`src/rtl/stream_host.sv`:
```
// stream_host: command-driven host that streams source memory words to an
// accelerator (parameter loads and batch runs) and writes the returned
// result words into a result memory.
// Optional feature: define STREAM_HOST_STALL_CNT_EN to add the 16-bit
// stall_cnt output counting SRC cycles where a word waits on src_ready.
module stream_host #(
    parameter int DW      = 32,
    parameter int SRC_LEN = 16,
    parameter int DST_LEN = 8,
    parameter int PRM_LEN = 32
) (
    input  logic          clk,
    input  logic          reset,
    input  logic          cmd_valid,
    output logic          cmd_ready,
    input  logic          cmd_matw,
    input  logic [7:0]    cmd_nbatch,
    output logic          mem_re,
    output logic [11:0]   mem_a,
    input  logic [DW-1:0] mem_rd,
    output logic          run,
    output logic          matw,
    output logic          last,
    output logic          src_valid,
    input  logic          src_ready,
    output logic [DW-1:0] src_data,
    input  logic          dst_valid,
    output logic          dst_ready,
    input  logic [DW-1:0] dst_data,
    output logic          res_we,
    output logic [11:0]   res_a,
    output logic [DW-1:0] res_wd,
    output logic          done
`ifdef STREAM_HOST_STALL_CNT_EN
    ,
    output logic [15:0]   stall_cnt
`endif
);

    typedef enum logic [2:0] {IDLE, PRM, SRC, DRAIN, FIN} state_t;

    state_t        state, state_nxt;
    logic [11:0]   ra, wa;
    logic [15:0]   word_total, last_start, dst_total;
    logic [15:0]   rd_cnt, tx_cnt, dst_cnt, dst_cnt_nxt;
    logic [15:0]   cmd_words, cmd_dst;
    logic [7:0]    nb_eff;
    logic [DW-1:0] buf0, buf1, buf0_nxt, buf1_nxt;
    logic [1:0]    buf_cnt, buf_cnt_nxt, occ;
    logic          rd_pend;
    logic          run_q, matw_q, last_q, done_q, cmd_ready_q, dst_ready_q;
    logic          accept, streaming, issue, xfer, tx_final, dst_acc;

    // Command decode, read issue, output buffer next value and next state
    always_comb begin
        nb_eff      = (cmd_nbatch == 8'd0) ? 8'd1 : cmd_nbatch;
        cmd_words   = cmd_matw ? 16'(PRM_LEN) : 16'(nb_eff) * 16'(SRC_LEN);
        cmd_dst     = 16'(nb_eff) * 16'(DST_LEN);
        accept      = (state == IDLE) && cmd_valid;
        streaming   = (state == PRM) || (state == SRC);
        occ         = buf_cnt + {1'b0, rd_pend};
        issue       = streaming && (rd_cnt != word_total) && (occ < 2'd2);
        xfer        = (buf_cnt != 2'd0) &&
                      ((state == PRM) || ((state == SRC) && src_ready));
        tx_final    = xfer && (tx_cnt == word_total - 16'd1);
        dst_acc     = dst_valid && dst_ready_q;
        dst_cnt_nxt = dst_cnt + {15'd0, dst_acc};

        // Pop shifts entry 1 to the head; returning read data lands in the
        // first free slot after the pop.
        buf0_nxt    = buf0;
        buf1_nxt    = buf1;
        buf_cnt_nxt = buf_cnt;
        if (xfer) begin
            buf0_nxt    = buf1;
            buf_cnt_nxt = buf_cnt - 2'd1;
        end
        if (rd_pend) begin
            if (buf_cnt_nxt == 2'd0) buf0_nxt = mem_rd;
            else                     buf1_nxt = mem_rd;
            buf_cnt_nxt = buf_cnt_nxt + 2'd1;
        end

        state_nxt = state;
        case (state)
            IDLE:    if (cmd_valid) state_nxt = cmd_matw ? PRM : SRC;
            PRM:     if (tx_final) state_nxt = FIN;
            SRC:     if (tx_final) state_nxt = DRAIN;
            DRAIN:   if (dst_cnt_nxt >= dst_total) state_nxt = FIN;
            FIN:     state_nxt = IDLE;
            default: state_nxt = IDLE;
        endcase
    end

    // FSM, counters and registered control outputs
    always_ff @(posedge clk) begin
        if (reset) begin
            state       <= IDLE;
            ra          <= '0;
            wa          <= '0;
            rd_cnt      <= '0;
            tx_cnt      <= '0;
            dst_cnt     <= '0;
            word_total  <= '0;
            last_start  <= '0;
            dst_total   <= '0;
            buf_cnt     <= '0;
            rd_pend     <= 1'b0;
            run_q       <= 1'b0;
            matw_q      <= 1'b0;
            last_q      <= 1'b0;
            done_q      <= 1'b0;
            dst_ready_q <= 1'b0;
            cmd_ready_q <= 1'b1;
        end else begin
            state       <= state_nxt;
            cmd_ready_q <= (state_nxt == IDLE);
            matw_q      <= (state_nxt == PRM);
            run_q       <= (state_nxt == SRC) || (state_nxt == DRAIN);
            dst_ready_q <= (state_nxt == SRC) || (state_nxt == DRAIN);
            done_q      <= (state_nxt == FIN);
            rd_pend     <= issue;
            buf_cnt     <= buf_cnt_nxt;
            if (accept) begin
                ra         <= '0;
                wa         <= '0;
                rd_cnt     <= '0;
                tx_cnt     <= '0;
                dst_cnt    <= '0;
                word_total <= cmd_words;
                dst_total  <= cmd_matw ? '0 : cmd_dst;
                last_start <= cmd_matw ? '0 : cmd_words - 16'(SRC_LEN);
                last_q     <= !cmd_matw && (nb_eff == 8'd1);
            end else begin
                if (issue) begin
                    ra     <= ra + 12'd1;
                    rd_cnt <= rd_cnt + 16'd1;
                end
                if (xfer) begin
                    tx_cnt <= tx_cnt + 16'd1;
                    // last goes high for the word that opens the final batch
                    if ((state == SRC) && (tx_cnt + 16'd1 == last_start))
                        last_q <= 1'b1;
                end
                if (dst_acc) begin
                    wa      <= wa + 12'd1;
                    dst_cnt <= dst_cnt_nxt;
                end
                if (state_nxt == FIN) last_q <= 1'b0;
            end
        end
    end

    // Output buffer data (occupancy is tracked by buf_cnt)
    always_ff @(posedge clk) begin
        buf0 <= buf0_nxt;
        buf1 <= buf1_nxt;
    end

`ifdef STREAM_HOST_STALL_CNT_EN
    // Saturating count of SRC cycles with a word held by backpressure
    always_ff @(posedge clk) begin
        if (reset || accept)
            stall_cnt <= '0;
        else if ((state == SRC) && (buf_cnt != 2'd0) && !src_ready &&
                 (stall_cnt != 16'hFFFF))
            stall_cnt <= stall_cnt + 16'd1;
    end
`endif

    // Reset forces the idle values onto the ports in the reset cycle itself
    assign cmd_ready = cmd_ready_q | reset;
    assign run       = run_q & ~reset;
    assign matw      = matw_q & ~reset;
    assign last      = last_q & ~reset;
    assign done      = done_q & ~reset;
    assign dst_ready = dst_ready_q & ~reset;
    assign mem_re    = issue & ~reset;
    assign mem_a     = reset ? '0 : ra;
    assign src_valid = (buf_cnt != 2'd0) & ~reset;
    assign src_data  = buf0;
    assign res_we    = dst_acc & ~reset;
    assign res_a     = reset ? '0 : wa;
    assign res_wd    = dst_data;

endmodule

```
`config.mk`:
```
export PLATFORM = sky130hd
export DESIGN_NAME = stream_host
export DESIGN_NICKNAME = d
export VERILOG_FILES = /design/src/rtl/stream_host.sv
export SDC_FILE = /design/constraint.sdc
export NUM_CORES = 1
export LEC_CHECK = 0
export BUFFER_PORTS_ARGS = -buffer_cell sky130_fd_sc_hd__buf_4
export CORE_MARGIN = 3
export CORE_UTILIZATION = 45
export CTS_CLUSTER_SIZE = 12
export DETAILED_ROUTE_END_ITERATION = 8
export GPL_TIMING_DRIVEN = 0
export PLACE_DENSITY_LB_ADDON = 0.3
export SLEW_MARGIN = 40
export SYNTH_ARGS = -nofsm -noshare
export SYNTH_HDL_FRONTEND = slang
export SYNTH_SLANG_ARGS = --single-unit
```
`constraint.sdc`:
```
create_clock -name clk -period 8.5 [get_ports clk]
set_input_delay 1.275 -clock clk [delete_from_list [all_inputs] [get_ports clk]]
set_output_delay 1.275 -clock clk [all_outputs]
set_load 0.05 [all_outputs]
```
==> metrics <==
status=finished clean; leading area contributor after synthesis=dfxtp_1; max-cap violations=0; Worst Path Max Fanout=10; pre-CTS setup slack=3.17 ns; Final setup viols=0; GPL Wtd Cong=about 0.88; Logic pwr share=roughly 29%; final total power=roughly 0.0024 W; first-pass GRT wire length=32,800 µm; worst path setup slack after routing=between 3 and 4 ns; CTS Buffer Depth=2; Max Slew Vio Count=0; post-CTS resize count=0; synth cell count leaders=dfxtp_1 (133), nand2_1 (110), nor2_1 (99); Ports=175; Tcrit/Tclk final=between 50% and 60%; Peak VDD IR=about 0.18 mV; # DRC=0; core area=between 15,000 and 20,000 µm²; via density per instance=5.24; Async SR Flop Fraction=0%; Worst Hold Depth=2; EDFF count, synth=32; wire per inst=between 15 and 20 µm; Reg-to-Reg End=cmd_ready_q; CTS Buf Count=17; DRT Wirelength=just over 20,000 µm; count leader, synth=dfxtp_1; clk sink count=165; dpl hpwl=between 15,000 and 20,000 µm; hold crit path type=reg2reg; Setup Total Neg Slack=0 ns; gr ovfl total=0; P&R area growth vs syn=23.7%; CP startpoint=dst_valid; Synth Net Count=1,035; Non-Filler Instances=1,341; clk root buf=clkbuf_16; RSZ-0062 raised after global routing=no; fmax=203 MHz; vias in the first global route=roughly 6,600; register bit count reported by yosys=roughly 170; flop-to-flop setup slack=approximately 4.1 ns; Synth Flop Type=dfxtp_1; Initial DRT Pass Iterations=5; CP Data Required Time=between 8 and 9 ns; Power Dens Cells=231 nW/µm²; synthesized area per cell=8.88 µm²; Global Route Usage Sum=between 20% and 30%; initial core utilization=46.0%; FF-to-FF Start=dst_ready_q; antenna cell count=0; Sw Share=a little under two fifths; Die Ht=between 100 and 150 µm; Util after Layout=56.9%; clock group share of total power=31.9%; worst r2r path cells=16; hold buffer count at CTS=0; Flop pwr share=between 30% and 40%; postcts setup bufs=0; Setup CP Type=in2reg; Distinct cells, synth=62; largest net degree at the start of global routing=20; initial antenna violation count=0; Final Net Count=~1,200; worst skew pair latency=between 0.4 and 0.5 ns; Post-Syn Instances=between 900 and 1,000; YS warnings=0; crit path capture type=flop; drt first-iter violations=around 440; DIE AREA=~20,000 µm²; mapped cell area=around 8300 µm²; Placed Cells incl. Taps=~1,300; Die Wd=142 µm; measured slew at the worst slew-check pin=roughly 0.74 ns; Routed Antenna Nets=0; post-synthesis sequential area ratio=between 40% and 50%; Slew HR=50.9%; CTS tree=built; via count=roughly 7,000; port bufs=approximately 140; Setup crit end=cmd_ready_q; Tmin final=4.93 ns; final hold violation count=0; CP startpoint kind=input port; Psw=0.000884 W; clk_skew=0.0124 ns; Crit path arrival time=5.25 ns; CTS clk-pin slew, worst paths=0.07 ns; dominant cells by area after synthesis=dfxtp_1 (32%), edfxtp_1 (12%), xor2_1 (5.4%); Lkg Pwr=roughly 4 nW; row count=slightly below 50; Pint=about 0.0015 W; Synth top area share=a little under a third; H-tree Lvls=4; layout cell share with drive strength beyond 1=20.1%
placed cells by master, fill, tap and decap left out, types with 13 or more instances in the layout:
cell / count
xor2_1: 51
nor2_1: 99
dfxtp_1: 133
xnor2_1: 50
ha_1: 20
nor2b_1: 27
and3_1: 13
or3_1: 16
mux2i_1: 34
nand2_1: 110
nand4_1: 18
edfxtp_1: 32
clkbuf_16: 17
nand3_1: 29
buf_4: 174
inv_1: 24
nor3_1: 18
clkbuf_1: 39
o21ai_0: 66
a21oi_1: 25
cell families after synthesis:
family | count (synthesis) | synth area share [%]
and+or+nand+nor | 376 | 22.1
DFF | 165 | 43.5
AOI/OAI and AO/OA | 139 | 10.4
xor gates and xnor gates | 101 | 10.6
buffers and inverters | 101 | 6.16
muxes | 35 | 4.22
adders and majority gates | 20 | 3.01
flip-flops by register name (all words and copies together) (netlist names):
signal and count:
buf1 32, buf_cnt 2, cmd_ready_q 1, done_q 1, dst_cnt 16, dst_ready_q 1
dst_total 7, last_q 1, last_start 9, matw_q 1, ra 12, rd_cnt 16
rd_pend 1, src_data 32, state 3, tx_cnt 16, wa 12, word_total 2
power by group through the flow:
stage	clock, W	combinational [W]	sequential (W)
after global routing	0.000801	0.000724	0.000949
after detailed placement	0	0.000685	0.000953
final	0.000757	0.000681	0.000937
after CTS	0.000767	0.000685	0.000938
after global placement	0	0.000676	0.000953
after floorplan	0	0.000199	0.00122
how the worst min path moves through the flow:
stage / startpoint / endpoint / slack [ns]
3_3_place_gp: dst_cnt[0] / dst_cnt[0] / 0.45
6_report: dst_cnt[0] / dst_cnt[0] / 0.47
2_1_floorplan: dst_cnt[0] / dst_cnt[0] / 0.44
3_5_place_dp: dst_cnt[0] / dst_cnt[0] / 0.46
4_1_cts: dst_cnt[0] / dst_cnt[0] / 0.47
5_1_grt: last_start[10] / last_start[10] / 0.50
layer usage:
layer  track usage (%)  part of all wire (%)  vias up
li1                  -                     -     3532
met5                 0                     0        -
met4              6.11                   1.8        0
met3              5.38                   7.2       23
met2              31.0                    46      220
met1              27.7                    45     3258
worst max-delay path: stages:
cell and delay, ns:
buf_4 0.08, nand2_1 0.23, inv_1 0.17, clkbuf_1 0.45, ha_1 0.32, ha_1 0.25
nand3_1 0.24, nor3_1 0.35, xor2_1 0.18, ha_1 0.24, o21ai_0 0.10, nor3_1 0.08
a311oi_1 0.28, o2111ai_1 0.26, and2_1 0.28, a211o_1 0.32, o311a_1 0.13
metrics by stage:
step | hold WS (ns) | instance area, µm²
after CTS | 0.465 | 10300
after floorplan | 0.441 | 8320
final | 0.466 | 10300
after global routing | 0.505 | 10300
after detailed placement | 0.455 | 9710
after global placement | 0.451 | 9670
area by class of cell:
cell class	instances	area (µm²)
Buffer	77	423
Fill cell	1624	7790
Clock buffer	17	425
Inverter	24	90.1
Clock inverter	15	163
Multi-Input combinational cell	671	4200
Timing Repair Buffer	143	1090
Sequential cell	165	3620
Tap cell	229	287
Note: power is estimated with default switching activity, not from simulation.
